[config.mk]
export PLATFORM = sky130hd
export DESIGN_NAME = sqrt_seq_ctrl_flat
export DESIGN_NICKNAME = d
export VERILOG_FILES = /design/src/rtl/sqrt_pkg.sv /design/src/rtl/sqrt_seq_ctrl_if.sv /design/src/rtl/sqrt_iter_cnt.sv /design/src/rtl/sqrt_seq_ctrl.sv /design/src/flat_wrapper.sv
export SDC_FILE = /design/constraint.sdc
export NUM_CORES = 1
export LEC_CHECK = 0
export BUFFER_PORTS_ARGS = -buffer_cell sky130_fd_sc_hd__buf_2
export CAP_MARGIN = 5
export CORE_MARGIN = 4
export CORE_UTILIZATION = 50
export CTS_CLUSTER_SIZE = 25
export DETAILED_ROUTE_END_ITERATION = 16
export GPL_TIMING_DRIVEN = 0
export PLACE_DENSITY = 0.79
export SYNTH_ARGS = -nofsm -noshare
export SYNTH_HDL_FRONTEND = slang
export SYNTH_SLANG_ARGS = --single-unit
[constraint.sdc]
create_clock -name clk_i -period 5.3 [get_ports clk_i]
set_input_delay 1.06 -clock clk_i [delete_from_list [all_inputs] [get_ports clk_i]]
set_output_delay 1.06 -clock clk_i [all_outputs]
set_load 0.005 [all_outputs]
[src/rtl/sqrt_pkg.sv]
// Shared widths, FSM state encoding and operand helpers for the square-root sequencer.
// The SQRT_REM_EN build reuses the same encoding and adds the REM state.
package sqrt_pkg;

    localparam int XW = 64;
    localparam int RW = 32;
    localparam int NW = 6;

    localparam logic [2:0] S_IDLE = 3'd0;
    localparam logic [2:0] S_LOAD = 3'd1;
    localparam logic [2:0] S_RUN  = 3'd2;
    localparam logic [2:0] S_STOP = 3'd3;
    localparam logic [2:0] S_CAPT = 3'd4;
    localparam logic [2:0] S_REM  = 3'd5;
    localparam logic [2:0] S_DONE = 3'd6;

    typedef enum logic [2:0] {
        ST_IDLE = S_IDLE,
        ST_LOAD = S_LOAD,
        ST_RUN  = S_RUN,
        ST_STOP = S_STOP,
        ST_CAPT = S_CAPT,
        ST_REM  = S_REM,
        ST_DONE = S_DONE
    } state_e;

    // The datapath works in bit pairs; 63 cannot round up within NW bits.
    function automatic logic [NW-1:0] norm_nbits(input logic [NW-1:0] n);
        if (n == {NW{1'b1}}) begin
            return n - NW'(1);
        end else if (n[0]) begin
            return n + NW'(1);
        end
        return n;
    endfunction

    function automatic logic [XW-1:0] mask_x(input logic [XW-1:0] x, input logic [NW-1:0] n);
        return x & ((XW'(1) << n) - XW'(1));
    endfunction

endpackage

[src/rtl/sqrt_seq_ctrl_if.sv]
// Operand and result valid/ready channels of the square-root sequencer.
// out_rem exists only when SQRT_REM_EN is defined.
interface sqrt_seq_ctrl_if;
    import sqrt_pkg::*;

    logic          in_valid;
    logic          in_ready;
    logic [NW-1:0] in_nbits;
    logic [XW-1:0] in_x;
    logic          out_valid;
    logic          out_ready;
    logic [RW-1:0] out_sqrt;
`ifdef SQRT_REM_EN
    logic [RW:0]   out_rem;

    modport master (output in_valid, in_nbits, in_x, out_ready,
                    input  in_ready, out_valid, out_sqrt, out_rem);
    modport slave  (input  in_valid, in_nbits, in_x, out_ready,
                    output in_ready, out_valid, out_sqrt, out_rem);
`else
    modport master (output in_valid, in_nbits, in_x, out_ready,
                    input  in_ready, out_valid, out_sqrt);
    modport slave  (input  in_valid, in_nbits, in_x, out_ready,
                    output in_ready, out_valid, out_sqrt);
`endif

endinterface

[src/rtl/sqrt_iter_cnt.sv]
// Loadable down-counter tracking the datapath iterations; last_o flags the final one.
// Latency: load and decrement take effect on the next clock edge.
// Backpressure: none, the sequencer FSM decides when to load and decrement.
module sqrt_iter_cnt
    import sqrt_pkg::*;
(
    input  logic          clk_i,
    input  logic          rst_i,
    input  logic          load_i,
    input  logic          dec_i,
    input  logic [NW-2:0] load_val_i,
    output logic          last_o
);

    logic [NW-2:0] cnt_q;
    logic [NW-2:0] cnt_d;

    always_comb begin
        cnt_d = cnt_q;
        if (load_i) begin
            cnt_d = load_val_i;
        end else if (dec_i && (cnt_q != '0)) begin
            cnt_d = cnt_q - (NW-1)'(1);
        end
    end

    always_ff @(posedge clk_i or posedge rst_i) begin
        if (rst_i) begin
            cnt_q <= '0;
        end else begin
            cnt_q <= cnt_d;
        end
    end

    assign last_o = (cnt_q == (NW-1)'(1));

endmodule

[src/rtl/sqrt_seq_ctrl.sv]
// Sequencer for the bit-serial square-root datapath; SQRT_REM_EN adds a remainder stage.
// Latency: out_valid K+3 cycles after accept (K+4 with SQRT_REM_EN), 1 cycle for nbits==0.
// Backpressure: result held in DONE until out_ready; in_ready only in IDLE, no buffering.
module sqrt_seq_ctrl
    import sqrt_pkg::*;
(
    input  logic           clk_i,
    input  logic           rst_i,
    sqrt_seq_ctrl_if.slave bus,
    output logic           dp_start_o,
    output logic           dp_stop_o,
    output logic [NW-1:0]  dp_nbits_o,
    output logic [XW-1:0]  dp_x_o,
    input  logic [RW-1:0]  dp_sqrt_i,
    output logic           busy_o
);

    state_e        state_q;
    logic          dp_start_q;
    logic          dp_stop_q;
    logic          out_valid_q;
    logic          zero_q;
    logic [NW-1:0] dp_nbits_q;
    logic [XW-1:0] dp_x_q;
    logic [RW-1:0] out_sqrt_q;
    logic          cnt_last;

`ifdef SQRT_REM_EN
    logic [RW:0]   out_rem_q;
    logic [XW-1:0] root_sq;

    assign root_sq = XW'(out_sqrt_q) * XW'(out_sqrt_q);
`endif

    // dp_nbits_q is even after normalisation, so its upper bits are the pair count K.
    sqrt_iter_cnt u_iter_cnt (
        .clk_i      (clk_i),
        .rst_i      (rst_i),
        .load_i     (state_q == ST_LOAD),
        .dec_i      (state_q == ST_RUN),
        .load_val_i (dp_nbits_q[NW-1:1]),
        .last_o     (cnt_last)
    );

    always_ff @(posedge clk_i or posedge rst_i) begin
        if (rst_i) begin
            state_q     <= ST_IDLE;
            dp_start_q  <= 1'b0;
            dp_stop_q   <= 1'b0;
            out_valid_q <= 1'b0;
            zero_q      <= 1'b0;
            dp_nbits_q  <= '0;
            dp_x_q      <= '0;
            out_sqrt_q  <= '0;
`ifdef SQRT_REM_EN
            out_rem_q   <= '0;
`endif
        end else begin
            case (state_q)
                ST_IDLE: begin
                    if (bus.in_valid) begin
                        dp_x_q     <= mask_x(bus.in_x, bus.in_nbits);
                        dp_nbits_q <= norm_nbits(bus.in_nbits);
                        // A zero-width operand has root 0; the datapath is never started.
                        if (bus.in_nbits == '0) begin
                            zero_q  <= 1'b1;
                            state_q <= ST_CAPT;
                        end else begin
                            zero_q     <= 1'b0;
                            dp_start_q <= 1'b1;
                            state_q    <= ST_LOAD;
                        end
                    end
                end
                ST_LOAD: begin
                    dp_start_q <= 1'b0;
                    state_q    <= ST_RUN;
                end
                ST_RUN: begin
                    if (cnt_last) begin
                        dp_stop_q <= 1'b1;
                        state_q   <= ST_STOP;
                    end
                end
                ST_STOP: begin
                    dp_stop_q <= 1'b0;
                    state_q   <= ST_CAPT;
                end
                ST_CAPT: begin
                    out_sqrt_q <= zero_q ? '0 : dp_sqrt_i;
`ifdef SQRT_REM_EN
                    if (zero_q) begin
                        out_rem_q   <= '0;
                        out_valid_q <= 1'b1;
                        state_q     <= ST_DONE;
                    end else begin
                        state_q     <= ST_REM;
                    end
`else
                    out_valid_q <= 1'b1;
                    state_q     <= ST_DONE;
`endif
                end
`ifdef SQRT_REM_EN
                ST_REM: begin
                    // x - s*s never exceeds 2s, so RW+1 bits always hold it.
                    out_rem_q   <= (RW+1)'(dp_x_q - root_sq);
                    out_valid_q <= 1'b1;
                    state_q     <= ST_DONE;
                end
`endif
                ST_DONE: begin
                    if (bus.out_ready) begin
                        out_valid_q <= 1'b0;
                        state_q     <= ST_IDLE;
                    end
                end
                default: begin
                    state_q <= ST_IDLE;
                end
            endcase
        end
    end

    assign bus.in_ready  = (state_q == ST_IDLE);
    assign busy_o        = (state_q != ST_IDLE);
    assign bus.out_valid = out_valid_q;
    assign bus.out_sqrt  = out_sqrt_q;
`ifdef SQRT_REM_EN
    assign bus.out_rem   = out_rem_q;
`endif
    assign dp_start_o    = dp_start_q;
    assign dp_stop_o     = dp_stop_q;
    assign dp_nbits_o    = dp_nbits_q;
    assign dp_x_o        = dp_x_q;

endmodule
[src/flat_wrapper.sv]
// flat-port wrapper written by rule: the top's interface ports become plain ports
module sqrt_seq_ctrl_flat import sqrt_pkg::*;
  (clk_i, rst_i, dp_start_o, dp_stop_o, dp_nbits_o, dp_x_o, dp_sqrt_i, busy_o, bus_in_valid, bus_in_nbits, bus_in_x, bus_out_ready, bus_in_ready, bus_out_valid, bus_out_sqrt);
  sqrt_seq_ctrl_if bus_i ();
  input  logic clk_i;
  input  logic rst_i;
  output logic dp_start_o;
  output logic dp_stop_o;
  output logic [NW-1:0] dp_nbits_o;
  output logic [XW-1:0] dp_x_o;
  input  logic [RW-1:0] dp_sqrt_i;
  output logic busy_o;
  input wire logic [$bits(bus_i.in_valid)-1:0] bus_in_valid;
  input wire logic [$bits(bus_i.in_nbits)-1:0] bus_in_nbits;
  input wire logic [$bits(bus_i.in_x)-1:0] bus_in_x;
  input wire logic [$bits(bus_i.out_ready)-1:0] bus_out_ready;
  output wire logic [$bits(bus_i.in_ready)-1:0] bus_in_ready;
  output wire logic [$bits(bus_i.out_valid)-1:0] bus_out_valid;
  output wire logic [$bits(bus_i.out_sqrt)-1:0] bus_out_sqrt;
  assign bus_i.in_valid = bus_in_valid;
  assign bus_i.in_nbits = bus_in_nbits;
  assign bus_i.in_x = bus_in_x;
  assign bus_i.out_ready = bus_out_ready;
  assign bus_in_ready = bus_i.in_ready;
  assign bus_out_valid = bus_i.out_valid;
  assign bus_out_sqrt = bus_i.out_sqrt;
  sqrt_seq_ctrl u_core (.clk_i(clk_i), .rst_i(rst_i), .bus(bus_i), .dp_start_o(dp_start_o), .dp_stop_o(dp_stop_o), .dp_nbits_o(dp_nbits_o), .dp_x_o(dp_x_o), .dp_sqrt_i(dp_sqrt_i), .busy_o(busy_o));
endmodule
Yosys cells after proc, flatten, opt, wreduce, memory -nomap -nowiden:

Index checks and enable logic that the tools add are counted.

* register bits: 114
* bits in latches: 0
* memory bits (writable): 0
* ROM bits: 0
* memories kept: 0

* add/sub/neg operators: 4
* $mul: 0
* div/mod/pow operators: 0
* order comparisons: 0
* equality and inequality tests: 11
* shifts and indexed selects: 1
* muxes and demuxes: 23
* bitwise operators: 1
* reductions and logical operators: 14

Operator list (number)
* 64-bit AND: 1
* 1-bit by 6-bit left shift with 64-bit output (first input constant): 1
* 64-bit by 1-bit subtractor with 64-bit output (second input constant): 1
* 32-bit two-way mux: 1
* 6-bit two-way mux: 3
* 3-bit case mux with 6 select lines: 1
* 3-bit two-way mux: 4
* 5-bit two-way mux: 2
* 1-bit two-way mux: 9
* 2-bit nonzero test: 4
* 6-bit by 1-bit adder with 6-bit output (second input constant): 1
* 3-bit by 2-bit equality test with 1-bit output (second input constant): 2
* 3-bit equality test (second input constant): 2
* 6-bit equality test (second input constant): 1
* 6-bit zero test: 1
* 2-bit inequality test (second input constant): 3
* 1-bit case mux with 2 select lines: 3
* 2-bit AND reduction: 3
* 3-bit AND reduction: 2
* 6-bit by 1-bit subtractor with 6-bit output (second input constant): 1
* 5-bit by 1-bit equality test with 1-bit output (second input constant): 1
* 5-bit nonzero test: 1
* 5-bit by 1-bit subtractor with 5-bit output (second input constant): 1
* 3-bit by 1-bit equality test with 1-bit output (second input constant): 1
* other kinds (4): 4

Logic depth before layout (Yosys ltp):

Gate-level depths: netlist of run 1.

* depth in word-level cells: 5
* depth in mapped cells: 10
* gate-level depth less buffers: 7

Cells and area by module:

Synthesis of run 1 repeated with hierarchy kept, for this count alone.

* cells, all modules: 730
* area, all modules: 6334.8 um^2

By module, submodules not included
* sqrt_seq_ctrl: instances 1, cells each 694, area each 5993.2 um^2
* sqrt_iter_cnt: instances 1, cells each 36, area each 341.6 um^2

Worst setup path before layout of run 1:

Ideal clock, no wire load.

* path type: input to register
* start point: input port bus_in_nbits[4]
* end point: register u_core.dp_nbits_q[4] (netlist: u_core.dp_nbits_o[4])
* library setup time: 0.066 ns
* data arrival time: 3.124 ns
* data required time: 5.234 ns
* setup slack: 2.111 ns
* cell stages on the path: 9
* cells stage by stage: buf_2 > buf_1 > nand2_1 > nor3_1 > ha_1 > a31o_2 > a21oi_1 > mux2_2 > nand2_1

* word-level cells in the longest chain between the ends: 5

RTL lines
* from (decl): line flat_wrapper.sv:14 `input wire logic [$bits(bus_i.in_nbits)-1:0] bus_in_nbits;`
* parallel branches: the longest is 4 deep, another holds 6-bit by 1-bit adder with 6-bit output
* 6-bit two-way mux *: line sqrt_pkg.sv:34 `return n;`
* to (signal assigned): line sqrt_seq_ctrl.sv:63 `dp_nbits_q <= norm_nbits(bus.in_nbits);`
* to (decl): line sqrt_seq_ctrl.sv:23 `logic [NW-1:0] dp_nbits_q;`

Every way passes the cells marked *. The select of a mux whose other input is x is not followed.
A chain may end at the register's enable or synchronous reset.

Worst setup path after layout of run 1:

Ends and elaborated chain as after synthesis.

==> metrics.md, run 1 <==
| Metric | Value |
|---|---|
| Status | `completed` |
| Worst VDD drop | `about 0.22 mV` |
| CTS Hold Bufs | `0` |
| CTS sink count | `around 110` |
| Mux contribution to synthesized area | `less than 1%` |
| Gp weighted congestion | `between 1 and 1.5` |
| N_diodes | `0` |
| RSZ-0062 raised after global routing | `false` |
| Post-Synth Simple-Gate Area | `24.6%` |
| Worst hold slack | `0.465 ns` |
| Worst Hold Depth | `2` |
| Residual DRC count | `0` |
| Ys flop type | `dfrtp_1` |
| CP arrival | `between 4 and 5 ns` |
| Max Root-Sink Buffers | `2` |
| Non-Filler Cell Area, Final | `around 8400 um^2` |
| EDFF count, synth | `0` |
| Combinational family with the most area after synthesis | `simple AND/OR/NAND/NOR gates` |
| Number of port buffers | `about 210` |
| Synth Area in Compound Gates | `20.8%` |
| Final setup vio count | `0` |
| Crit Path Class | `input pin to flip-flop` |
| Post-DP Area | `7840 um^2` |
| Final min period | `~3.7 ns` |
| Largest net degree at the start of global routing | `80` |
| Seq/Total Area, Yosys | `a little over two fifths` |
| CTS tree | `yes` |
| Most common cell after layout, fill and taps aside | `buf_2` |
| Worst min path class | `flip-flop to flip-flop` |
| Synth area leader | `dfrtp_1` |
| Pleak | `~4.2 nW` |
| Setup crit start | `bus_in_nbits[4]` |
| Setup TNS | `0 ns` |
| CTS Root Buffer Type | `clkbuf_16` |
| Net Count, Synth | `860` |
| Startpoint types | `input pin` |
| Critical Path RT | `between 5 and 6 ns` |
| Fin. max-slew vios | `0` |
| Yosys reg bits | `around 110` |
| Async SR Flop Fraction | `100%` |
| Cell Pwr Density | `approximately 480 nW/um^2` |
| FF-to-FF path depth | `6` |
| Worst r2r src | `u_core.state_q[1]` |
| Period utilization | `69.4%` |
| Gr usage total | `between 30% and 40%` |
| Grt total ovfl | `0` |
| Vias | `just under 7,000` |
| Initial cell density of the core | `between 50% and 60%` |
| Post-DP HPWL | `16,800 um` |
| Final nets | `~1,100` |
| Rel. slew slack | `around 17%` |
| Clk Latency, worst-skew pair | `approximately 0.42 ns` |
| Core area | `12,700 um^2` |
| R2R Path End | `u_core.dp_x_o[59]` |
| Final hold vios | `0` |
| Skew final | `between 0.01 and 0.015 ns` |
| CTS Buf Count | `17` |
| MaxCap Viol Count | `0` |
| Initial DRC count | `between 700 and 800` |
| Commonest non-fill, non-tap cells in the layout | `buf_2, nand2_1, dfrtp_1, o21ai_0, nand2b_1` |
| Post-route antenna net violation count | `0` |
| H-tree level count | `4` |
| HP Start | `u_core.dp_x_o[0]` |
| Post-synthesis cell type count | `63` |
| Area Growth Syn to Fin | `28.7%` |
| Initial antenna violation count | `0` |
| Number of setup buffers added after CTS | `0` |
| Die area | `around 15,000 um^2` |
| Netlist Area Pre-Place | `6530 um^2` |
| Setup crit end kind | `flip-flop` |
| Synth top area share | `approximately 44%` |
| Synth warnings | `0` |
| Clock slew at reported path FFs | `around 0.060 ns` |
| I/O pin count | `around 210` |
| Top cells by area, synth | `dfrtp_1, nand2_1, o21ai_0` |
| Vias per inst | `between 5 and 6` |
| Min-Delay Endpoint | `u_core.dp_x_o[0]` |
| Non-Filler Instances | `between 1,000 and 1,500` |
| Die Y | `around 120 um` |
| Layout cells sized above 1 | `between 30% and 40%` |
| Die width | `~120 um` |
| Routed WL | `between 20,000 and 25,000 um` |
| Vias in the first global route | `~6,500` |
| Average cell area after synthesis | `between 8 and 9 um^2` |
| Fmax | `about 270 MHz` |
| CTS resizes | `0` |
| Drt first pass iters | `5` |
| Num rows | `approximately 40` |
| R2R Setup Slk | `about 3.2 ns` |
| Actual slew at the worst max-slew pin | `roughly 1.2 ns` |
| Post-Syn Instances | `about 750` |
| Wire per inst | `19.6 um` |
| Synth Area in Adders | `1.53%` |
| Critical Path Fanout Max | `10` |
| First-pass GRT wire length | `35,000 um` |
| Placed Instances | `roughly 1,100` |
| Post-Synth XOR/XNOR Area | `between 2 and 2.5%` |
-- Yosys cell counts (all sizes together), types with 7 or more instances --
cell	number
o21a	15
nand2b	39
dfrtp	114
and2	7
nand2	141
nor2b	11
o21ai	83
o211ai	13
ha	8
nand3	31
clkbuf	36
inv	15
xnor2	14
o31ai	20
o2111ai	11
a21o	8
nor2	16
a21oi	27
nand4	24
buf	33
-- layout make-up --
cell class | count | area (um^2)
Clock buffer | 18 | 439
Fill cell | 1110 | 4320
Clock inverter | 14 | 129
Timing Repair Buffer | 212 | 1080
Inverter | 15 | 61.3
Multi-Input combinational cell | 548 | 3290
Sequential cell | 114 | 2850
Buffer | 69 | 335
Tap cell | 172 | 215
-- critical path, stage by stage --
cell	delay [ns]
buf_2	0.15
buf_2	0.23
buf_1	0.42
nand2_1	0.29
nor3_1	0.64
ha_1	0.41
a31o_2	0.27
a21oi_1	0.15
mux2_2	0.35
nand2_1	0.05
-- power by group --
group | switching, mW | total, mW | internal, mW
Sequential | 0.219 | 1.47 | 1.25
Clock | 0.438 | 1.10 | 0.659
Combinational | 0.830 | 1.44 | 0.613
Total | 1.49 | 4.01 | 2.52
-- through the flow --
stage,power [mW],util [%],worst slack (ns)
after floorplan,2.22,-,1.22
after global placement,2.86,61.3,-0.148
after detailed placement,2.91,61.6,1.32
after CTS,4.01,66.1,1.71
after global routing,4.27,66.1,1.50
final,4.01,66.1,1.62
-- worst max-delay path by stage --
stage | endpoint | slack, ns | cells after the start
2_1_floorplan | u_core.bus.out_sqrt[0] | 1.22 | 1
5_1_grt | u_core.dp_nbits_o[4] | 1.50 | 10
3_3_place_gp | u_core.dp_x_o[54] | -0.15 | 2
6_report | u_core.dp_nbits_o[4] | 1.62 | 10
3_5_place_dp | u_core.dp_nbits_o[4] | 1.32 | 10
4_1_cts | u_core.dp_nbits_o[4] | 1.71 | 10
-- sequential cells by signal, indices dropped and copies added, names as in the netlist, 3 cells and up --
name,cells
u_core.bus.out_sqrt,32
u_core.dp_nbits_o,6
u_core.dp_x_o,64
u_core.state_q,3
u_core.u_iter_cnt.cnt_q,5
-- kinds of logic (layout without fill, tap and decap cells) --
| kind of cell | after synthesis | in the layout |
|---|---|---|
| simple gates | 308 | 308 |
| compound gates | 208 | 208 |
| flops | 114 | 114 |
| buf+inv | 84 | 328 |
| xor+xnor | 18 | 18 |
| fa+ha+maj | 8 | 8 |
| mux | 6 | 6 |
-- routing by layer --
metal / track usage (%) / up-vias / wire, um
met2: 49.2 / 370 / 10700
li1: - / 3115 / -
met1: 38.7 / 3201 / 9420
met3: 6.82 / 67 / 1970
met4: 13.8 / 0 / 722
met5: 0 / - / 0
Note: power is estimated with default switching activity, not from simulation.
==> run 2, diff against run 1 <==
--- a/config.mk
+++ b/config.mk
@@ -8,11 +8,11 @@
 export BUFFER_PORTS_ARGS = -buffer_cell sky130_fd_sc_hd__buf_2
 export CAP_MARGIN = 5
 export CORE_MARGIN = 4
-export CORE_UTILIZATION = 50
+export CORE_UTILIZATION = 47
 export CTS_CLUSTER_SIZE = 25
 export DETAILED_ROUTE_END_ITERATION = 16
 export GPL_TIMING_DRIVEN = 0
-export PLACE_DENSITY = 0.79
+export PLACE_DENSITY = 0.78
 export SYNTH_ARGS = -nofsm -noshare
 export SYNTH_HDL_FRONTEND = slang
 export SYNTH_SLANG_ARGS = --single-unit
==> constraint.sdc (replaced) <==
create_clock -name clk_i -period 3.1 [get_ports clk_i]
set_input_delay 0.62 -clock clk_i [delete_from_list [all_inputs] [get_ports clk_i]]
set_output_delay 0.62 -clock clk_i [all_outputs]
set_load 0.005 [all_outputs]
==> metrics.md, run 2 (same netlist as run 1, synthesis figures left out) <==
| Metric | Value |
|---|---|
| Final setup vio count | `0 (unchanged)` |
| Pwr Total | `6.78 mW (+69%)` |
| Fin. max-slew vios | `0 (unchanged)` |
| Commonest non-fill, non-tap cells in the layout | `buf_2, nand2_1, dfrtp_1, o21ai_0, nand2b_1` |
| R2R Setup Slk | `1.03 ns (-2.15 ns)` |
| CTS Hold Bufs | `0 (unchanged)` |
| CTS Root Buffer Type | `clkbuf_16` |
| Most common cell after layout, fill and taps aside | `buf_2` |
| Layout cells sized above 1 | `30.5% (+0.20 points)` |
| Core area | `13,400 um^2 (+5.3%)` |
| N_diodes | `0 (unchanged)` |
| First-pass GRT wire length | `36,000 um (+2.8%)` |
| Wire per inst | `19.8 um (+1.1%)` |
| Post-DP HPWL | `17,400 um (+3.5%)` |
| Worst r2r src | `u_core.state_q[2]` |
| Clk Latency, worst-skew pair | `0.42 ns (about the same)` |
| Routed WL | `23,100 um (+1.4%)` |
| Critical Path RT | `3.40 ns (-2.25 ns)` |
| Pleak | `4.17 nW (+0.47%)` |
| Setup crit start | `bus_in_nbits[1]` |
| Levels on crit path | `11 (+1)` |
| Num rows | `42 (+2.4%)` |
| Die Y | `126 um (+2.9%)` |
| CP Capture Point | `u_core.dp_x_o[42]` |
| FF-to-FF path depth | `6 (unchanged)` |
| Fmax | `around 340 MHz` |
| Actual slew at the worst max-slew pin | `1.24 ns (-0.00182 ns)` |
| Worst min path class | `input pin to asynchronous set/reset pin` |
| Vias in the first global route | `6,632 (+1.8%)` |
| CTS sink count | `114 (unchanged)` |
| Clock slew at reported path FFs | `0.05 ns (about the same)` |
| Initial cell density of the core | `48.7% (-2.6 points)` |
| Rel. slew slack | `16.7% (+0.12 points)` |
| I/O pin count | `213 (unchanged)` |
| Vias per inst | `5.69 (-2.2%)` |
| Initial DRC count | `497 (-33%)` |
| Max Root-Sink Buffers | `2 (unchanged)` |
| Final hold vios | `0 (unchanged)` |
| Non-Filler Cell Area, Final | `8410 um^2 (+0.12%)` |
| RSZ-0062 raised after global routing | `false` |
| Drt first pass iters | `5 (unchanged)` |
| Gr usage total | `28.8% (-1.5 points)` |
| Post-DP Area | `7850 um^2 (+0.21%)` |
| Number of port buffers | `211 (unchanged)` |
| Max FFs per register | `64 (unchanged)` |
| Critical Path Fanout Max | `10 (unchanged)` |
| Worst-path cell chain | `buf_2 > buf_2 > buf_6 > nor2_1 > clkbuf_2 > nand2_1 > ha_1 > clkbuf_1 > clkbuf_1 > o21a_1 > o211ai_2` |
| CTS Buf Count | `17 (unchanged)` |
| CP top delay family | `buffers and inverters` |
| Cell Pwr Density | `806 nW/um^2 (+69%)` |
| Setup crit end kind | `flip-flop` |
| Status | `completed` |
| CP arrival | `3.21 ns (-0.82 ns)` |
| Initial antenna violation count | `0 (unchanged)` |
| Period utilization | `94.2%` |
| Largest net degree at the start of global routing | `42 (-48%)` |
| Residual DRC count | `0 (unchanged)` |
| MaxCap Viol Count | `0 (unchanged)` |
| Grt total ovfl | `0 (unchanged)` |
| CP max stage delay | `0.47 ns (-0.17 ns)` |
| Die width | `126 um (+2.9%)` |
| Slowest cell on the critical path | `clkbuf_1` |
| R2R Path End | `u_core.dp_x_o[46]` |
| Area Growth Syn to Fin | `28.8%` |
| CTS tree | `yes` |
| Buffers and inverters on the worst path | `6 (+3)` |
| Die area | `15,800 um^2 (+6.0%)` |
| Post-layout util | `62.8% (-3.3 points)` |
| Vias | `6,630 (-1.8%)` |
| Crit Path Class | `input pin to flip-flop` |
| Final nets | `1,092 (+0.092%)` |
| H-tree level count | `4 (unchanged)` |
| Startpoint types | `input pin` |
| Skew final | `0.00747 ns (-0.00711 ns)` |
| Gp weighted congestion | `1.02 (-0.38%)` |
| Worst VDD drop | `0.391 mV (+80%)` |
| Final min period | `around 3 ns` |
| Post-route antenna net violation count | `0 (unchanged)` |
==> run 2: changes by cell type in the layout (fill, tap and decap cells not counted), sizes merged <==
cell / change
inv: -4
clkbuf: +3
clkinv: +4
clkinvlp: -3
==> run 2: layout make-up <==
cell class	instances	area, um^2
Buffer	69	338
Clock buffer	20	457
Clock inverter	11	88.8
Fill cell	1191	4990
Inverter	15	60.1
Multi-Input combinational cell	548	3300
Sequential cell	114	2850
Tap cell	176	220
Timing Repair Buffer	213	1100
==> run 2: repair_timing <==
item	4_1_cts	5_1_grt
setup endpoints to repair	2	23
buffers inserted	0	0
pin swaps	0	0
gates resized for setup	1	4
==> run 2: routing by layer <==
metal	global-route usage (%)	up-vias	share of wire, %
met5	0	-	0
met4	14.0	0	4.1
met3	7.58	71	8.8
met2	45.4	337	46
met1	36.9	3122	41
li1	-	3100	-
==> run 2: worst min path at each step <==
| stage | slack, ns | end | cells after the start |
|---|---|---|---|
| after detailed placement | 0.45 | u_core.dp_x_o[3] | 2 |
| final | 0.36 | u_core.bus.out_sqrt[24] | 2 |
| after CTS | 0.38 | u_core.bus.out_sqrt[25] | 2 |
| after global placement | 0.45 | u_core.dp_x_o[53] | 2 |
| after floorplan | 0.46 | u_core.dp_x_o[0] | 2 |
| after global routing | 0.42 | u_core.dp_x_o[0] | 3 |
==> run 2: power breakdown <==
group	leakage, nW	total (mW)	switching [mW]	internal (mW)
registers	1.46	2.50	0.367	2.13
logic	2.45	2.46	1.42	1.05
clock network	0.271	1.82	0.694	1.13
total	4.17	6.78	2.48	4.31
==> run 2: stage by stage <==
stage | setup slack [ns] | hold slack, ns | setup TNS, ns | std cells
6_report | 0.181 | 0.362 | 0 | 1166
5_1_grt | 0.00155 | 0.423 | 0 | 1166
4_1_cts | 0.0498 | 0.383 | 0 | 1166
3_5_place_dp | -0.465 | 0.450 | -10.06 | 1135
3_3_place_gp | -0.482 | 0.445 | -10.37 | 1133
2_1_floorplan | 0.351 | 0.463 | 0 | 746
==> run 2: worst reg2reg max path, cell delays in order (launching register included) <==
cell      delay [ns]
dfrtp_1         0.43
or4b_1          0.47
clkbuf_1        0.22
buf_2           0.26
clkbuf_1        0.33
nand2_1         0.17
nand3_1         0.08
